### src/rtl/craft_round_controller.sv
// Control sequencer for the nibble-serial CRAFT datapath: LOAD, NUM_ROUNDS x NIBBLES round cycles, NIBBLES output cycles, done pulse.
// All strobes are registered and decoded from next state, so there is no combinational path from start/abort to any output.
module craft_round_controller #(
  parameter int NUM_ROUNDS = 32,
  parameter int NIBBLES    = 16,
  parameter int RW         = 8
) (
  input  logic                       clk,
  input  logic                       rst_n,
  input  logic                       start,
  input  logic                       abort,
  output logic                       busy,
  output logic                       done,
  output logic                       ce,
  output logic                       cs0,
  output logic                       cs1,
  output logic                       cm0,
  output logic                       cm1,
  output logic                       ck_en,
  output logic                       ck0,
  output logic                       sb_en,
  output logic [RW-1:0]              round,
  output logic [$clog2(NIBBLES)-1:0] cnt,
  output logic                       out_valid
);

  localparam int CW = $clog2(NIBBLES);
  localparam logic [CW-1:0] CNT_LAST = CW'(NIBBLES - 1);
  localparam logic [CW-1:0] CNT_HALF = CW'(NIBBLES / 2);
  localparam logic [CW-1:0] CNT_QTR  = CW'(NIBBLES / 4);
  localparam logic [RW-1:0] RND_LAST = RW'(NUM_ROUNDS - 1);

  typedef enum logic [2:0] {
    S_IDLE  = 3'd0,
    S_LOAD  = 3'd1,
    S_ROUND = 3'd2,
    S_OUT   = 3'd3,
    S_DONE  = 3'd4
  } state_t;

  typedef struct packed {
    logic busy;
    logic done;
    logic ce;
    logic cs0;
    logic cs1;
    logic cm0;
    logic cm1;
    logic ck_en;
    logic ck0;
    logic sb_en;
    logic out_valid;
  } ctrl_t;

  state_t        state_q, state_d;
  logic [RW-1:0] round_q, round_d;
  logic [CW-1:0] cnt_q, cnt_d;
  ctrl_t         ctrl_q, ctrl_d;
  logic          busy_now;

  assign busy_now = (state_q == S_LOAD) || (state_q == S_ROUND) || (state_q == S_OUT);

  always_comb begin
    state_d = state_q;
    round_d = round_q;
    cnt_d   = cnt_q;
    unique case (state_q)
      S_IDLE: begin
        round_d = '0;
        cnt_d   = '0;
        if (start) state_d = S_LOAD;
      end
      S_LOAD: begin
        state_d = S_ROUND;
        round_d = '0;
        cnt_d   = '0;
      end
      S_ROUND: begin
        if (cnt_q == CNT_LAST) begin
          cnt_d = '0;
          // The final round hands over to OUT with the round index frozen.
          if (round_q == RND_LAST) state_d = S_OUT;
          else                     round_d = round_q + RW'(1);
        end else begin
          cnt_d = cnt_q + CW'(1);
        end
      end
      S_OUT: begin
        if (cnt_q == CNT_LAST) begin
          state_d = S_DONE;
          cnt_d   = '0;
          round_d = '0;
        end else begin
          cnt_d = cnt_q + CW'(1);
        end
      end
      S_DONE: begin
        state_d = S_IDLE;
        round_d = '0;
        cnt_d   = '0;
      end
      default: begin
        state_d = S_IDLE;
        round_d = '0;
        cnt_d   = '0;
      end
    endcase
    if (abort && busy_now) begin
      state_d = S_IDLE;
      round_d = '0;
      cnt_d   = '0;
    end
  end

  always_comb begin
    ctrl_d = '0;
    unique case (state_d)
      S_LOAD: begin
        ctrl_d.busy  = 1'b1;
        ctrl_d.ce    = 1'b1;
        ctrl_d.cs0   = 1'b1;
        ctrl_d.ck_en = 1'b1;
        ctrl_d.ck0   = 1'b1;
      end
      S_ROUND: begin
        ctrl_d.busy  = 1'b1;
        ctrl_d.ce    = 1'b1;
        ctrl_d.ck_en = 1'b1;
        ctrl_d.cm1   = (cnt_d < CNT_HALF);
        ctrl_d.cm0   = (cnt_d < CNT_QTR);
        ctrl_d.sb_en = (round_d != RND_LAST);
        ctrl_d.cs1   = (cnt_d == CNT_LAST) && (round_d != RND_LAST);
      end
      S_OUT: begin
        ctrl_d.busy      = 1'b1;
        ctrl_d.ce        = 1'b1;
        ctrl_d.out_valid = 1'b1;
      end
      S_DONE: ctrl_d.done = 1'b1;
      default: ctrl_d = '0;
    endcase
  end

  always_ff @(posedge clk or negedge rst_n) begin
    if (!rst_n) begin
      state_q <= S_IDLE;
      round_q <= '0;
      cnt_q   <= '0;
      ctrl_q  <= '0;
    end else begin
      state_q <= state_d;
      round_q <= round_d;
      cnt_q   <= cnt_d;
      ctrl_q  <= ctrl_d;
    end
  end

  assign busy      = ctrl_q.busy;
  assign done      = ctrl_q.done;
  assign ce        = ctrl_q.ce;
  assign cs0       = ctrl_q.cs0;
  assign cs1       = ctrl_q.cs1;
  assign cm0       = ctrl_q.cm0;
  assign cm1       = ctrl_q.cm1;
  assign ck_en     = ctrl_q.ck_en;
  assign ck0       = ctrl_q.ck0;
  assign sb_en     = ctrl_q.sb_en;
  assign out_valid = ctrl_q.out_valid;
  assign round     = round_q;
  assign cnt       = cnt_q;

endmodule

### config.mk
export PLATFORM = sky130hd
export DESIGN_NAME = craft_round_controller
export DESIGN_NICKNAME = d
export VERILOG_FILES = /design/src/rtl/craft_round_controller.sv
export SDC_FILE = /design/constraint.sdc
export NUM_CORES = 1
export LEC_CHECK = 0
export CORE_MARGIN = 5
export CORE_UTILIZATION = 45
export CTS_BUF_LIST = sky130_fd_sc_hd__clkbuf_16
export CTS_CLUSTER_SIZE = 24
export DETAILED_ROUTE_END_ITERATION = 7
export PLACE_DENSITY = 0.71
export SLEW_MARGIN = 20
export SYNTH_ARGS = -nofsm -noshare
export SYNTH_HDL_FRONTEND = slang
export SYNTH_SLANG_ARGS = --single-unit
### constraint.sdc
create_clock -name clk -period 3.6 [get_ports clk]
set_input_delay 0.72 -clock clk [delete_from_list [all_inputs] [get_ports clk]]
set_output_delay 0.72 -clock clk [all_outputs]
set_load 0.05 [all_outputs]
# == Word-level counts from Yosys, hierarchy flattened ==
# Index checks and enable logic that the tools add are counted.
# W data, S select, Z words.
# op_classes
n_addsub,2
magnitude_cmp,2
n_reduce_logical,8
eq_ne,11
muxes,21
# op_table
cell,count
$mux W8,4
$mux W3,6
$pmux W8 S2,1
$eq A3 B2 Y1 const B,4
$mux W4,3
$pmux W3 S4,1
$add A8 B1 Y8 const B,1
$eq A4 B4 Y1 const B,2
$eq A8 B5 Y1 const B,1
$ne A8 B5 Y1 const B,1
$eq A3 B1 Y1 const B,2
$mux W1,6
$add A4 B1 Y4 const B,1
$lt A4 B3 Y1 const B,1
$lt A4 B4 Y1 const B,1
$reduce_or A2 Y1,2
$eq A3 B3 Y1 const B,1
$logic_not A3 Y1,1
$reduce_or A3 Y1,1
$logic_and A1 B1 Y1,2
$logic_or A1 B1 Y1,2
# word_totals
reg_bits,24
elab_cells,56
in_bits,4

# == Logic depth before layout (Yosys ltp) ==
# depth
word_depth,8
mapped_depth,8
ltp_nobuf,7

# == Worst setup path before layout ==
# No wires, ideal clock.
# synth_timing
kind,flip-flop to flip-flop
from,register round_q[0] (netlist: round[0])
to,"register ctrl_q, in the netlist cs1"
arrival_time_ps,2320
setup_slack_ps,1151
path_stages_with_launch,8
synth_period_minus_slack_ps,2449
path_cell_list,dfrtp_1 > ha_1 > nand4_4 > o311a_1 > o31ai_1 > o2111ai_1 > nor4b_2 > nor3_1
# synth_lines
element,line,text
from (decl),56,"logic [RW-1:0] round_q, round_d;"
from (signal assigned),152,round_q <= round_d;
to (signal assigned),154,ctrl_q <= ctrl_d;
to (decl),58,"ctrl_t ctrl_q, ctrl_d;"

==> results.cfg <==
[logic_synthesis]
yosysMostFrequentCell = dfrtp_1
synth_ff_type = dfrtp_1
syn_nets = 143
async_flop_share_pct = 100.0
ys_warn_count = 0
yosysTopAreaCell = dfrtp_1
yosys.area.top_type_share_pct = 44.69
ys_ff_latch = 24
synth_edf_count = 0
ys_top_cells_by_area = dfrtp_1 (45%), nand3_1 (3.7%), nand4_1 (3.3%), nor4_1 (3.3%), nand2_1 (2.5%)
syn_area_mm2 = 0.001344
yosys-top-cells-count = dfrtp_1 (24), nand3_1 (10), nand2_1 (9), nor2_1 (9)
synth_cells = 137
synth_cell_types = 48
ys_seq_area_share_pct = 44.69
synth.avg_cell_area_um2 = 9.809

[sta]
post-route-period-util_pct = 72.33
fmaxAchievable_mhz = 384.0
maxSlewHeadroom_pct = 62.84
fin_crit_ns = 2.604
final_hold_viol_count = 0
fin_setup_tns_ns = 0
grt_setup_unrepaired = false
finClkSkew_ns = 0.002009
tightestPinTransition_ns = 0.5550
finalSetupViolCount = 0
finalMaxSlewViolations = 0
timing.final.ws_setup_ns = 0.9961

[global_route]
grt_pass1_vias = 1223
antenna_found_initial = 0
grt_pass1_wl_um = 6106
grtUsageTotal_pct = 18.41
grt_overflow = 0
grt_start_max_net_pins = 25

[cts]
cts_root_buf = clkbuf_16
cts_sinks = 24
cts.repair.resized = 0
cts_hold_buffers = 0
cts_inserted_buffers = 3
tritoncts = built
clock_latency_ns = 0.26
h-tree-depth = 1
clk_pin_slew_worst_paths_ns = 0.07
post_cts_buffers = 0
cts_max_path_buffers = 2

[route]
wirelength_um = 3550
drc = 0
drtPass1Iterations = 4
dr_wl_met2_um = 1696
top_layer_used = met4
viasPerCell = 6.561
wl_met1_um = 1543
num_vias = 1240
routedWlPerCell_um = 18.78
route.met3.wl_um = 290
drtIter0Drc = 71
ant_nets = 0

[die]
die_x_um = 64.65
core_region_area_mm2 = 0.002805
die_area_mm2 = 0.004179
pin_count = 27
start_util_pct = 47.90
rows = 19
fp.dieH_um = 64.65

[layout]
regArea_um2 = 600.6
multi_input_comb_area_um2 = 683.2
fin_cells = 189
fillCellCount = 224
drive_gt1_share_pct = 8.228
fin_area_mm2 = 0.001698
antenna_cells = 0
area_growth_syn_to_layout_pct = 26.35
final_nets = 165

[setup_path]
cp_max_fo = 8
crit_path_start = round[0]
max_stage_delay_ns = 0.49
critPathSlowestCell = dfrtp_1
timing.rr.start = round[0]
start_kind = register
end_kind = register
worst-r2r-cell-count = 7
required_ns = 3.74
cp.arrival_ns = 2.74
path_cells = ha_1, nand4_4, o311a_1, o31ai_1, o2111ai_1, nor4b_2, nor3_1
worstSetupPathType = register to register

[job]
cap_viol_max_count = 0

[pwr]
p_leak_nw = 0.7101
ir_worst_vdd_v = 0.0002554
power_density_mw_per_mm2 = 561.9

[place]
dp.cells = 185
finalWeightedCongestion = 1.015
hpwl_um = 2518
numPortBuffers = 26
place_area_mm2 = 0.001598
place_worst_setup_slack_ns = 0.8358

[hold_path]
hold_class = input pin to async pin

[status]
outcome = finished, final reports clean
==> power by group <==
group | switching (mW) | internal, mW
Sequential | 0.0293 | 0.302
Combinational | 0.208 | 0.0920
Clock | 0.101 | 0.221
Total | 0.339 | 0.615
==> stage by stage <==
step                util, %  power, mW  hold slack, ns
floorplan                 -     0.5447          0.4244
global placement      56.96     0.6334          0.5376
detailed placement    56.96     0.6384          0.5491
CTS                   60.70     0.9560          0.5613
global route          60.53     0.9937          0.4784
finish                60.53     0.9541          0.4391
==> registers in the layout, indices dropped and copies added (netlist names) <==
name / cells
round: 8
cm0: 1
cm1: 1
sb_en: 1
ck0: 1
done: 1
state_q: 3
cnt: 4
out_valid: 1
ce: 1
cs1: 1
ck_en: 1
==> layout make-up <==
cell class / count / area share (%)
clock buffers: 3 / 4.422
clock inverters: 1 / 1.769
inverters: 4 / 0.8843
multi-input cells: 100 / 40.24
flip-flops and latches: 24 / 35.37
well taps: 31 / 2.284
repair buffers: 26 / 15.03
==> cell usage in the layout (no fill, tap or decap), types with 2 or more instances in the layout <==
cell	n
nor2_1	9
and3_1	2
o211a_1	2
nand2_1	9
nor4_1	7
nand3_1	10
nand4_1	7
and2_1	3
or3_1	2
clkdlybuf4s50_1	25
nor3b_2	2
ha_1	2
o21ai_0	3
inv_1	4
a21oi_1	6
dfrtp_1	24
clkbuf_16	3
o31ai_1	2
or3b_1	2
nor3_1	5
==> metal layers <==
metal	up-vias	GRT usage, %
met1	600	24.97
li1	571	-
met4	0	4.485
met3	5	4.836
met2	64	29.51
met5	-	0
==> final timing paths <==
check | end | slack (ns)
max in group asynchronous | cnt[1] | 2.79
worst min register to register | cnt[0] | 0.57
worst max-delay path | cs1 | 1.0
worst min-delay path | state_q[1] | 0.44
worst max register to register | cs1 | 1.0
min in group clk | cnt[0] | 0.57
==> cell families after synthesis <==
family | count (synthesis) | synth area share (%)
AOI/OAI and AO/OA | 27 | 14.53
xor gates and xnor gates | 1 | 0.6519
adders and majority gates | 2 | 1.862
buffers and inverters | 13 | 4.468
DFF | 24 | 44.69
muxes | 1 | 0.7449
and+or+nand+nor | 69 | 33.05
==> critical path, delay by kind of cell (launching register included) <==
kind / cells / cell delay [ns]
and+or+nand+nor: 3 / 0.63
DFF: 1 / 0.49
AOI/OAI and AO/OA: 3 / 0.99
adders and majority gates: 1 / 0.38
Power figures use the tool's default switching activity.
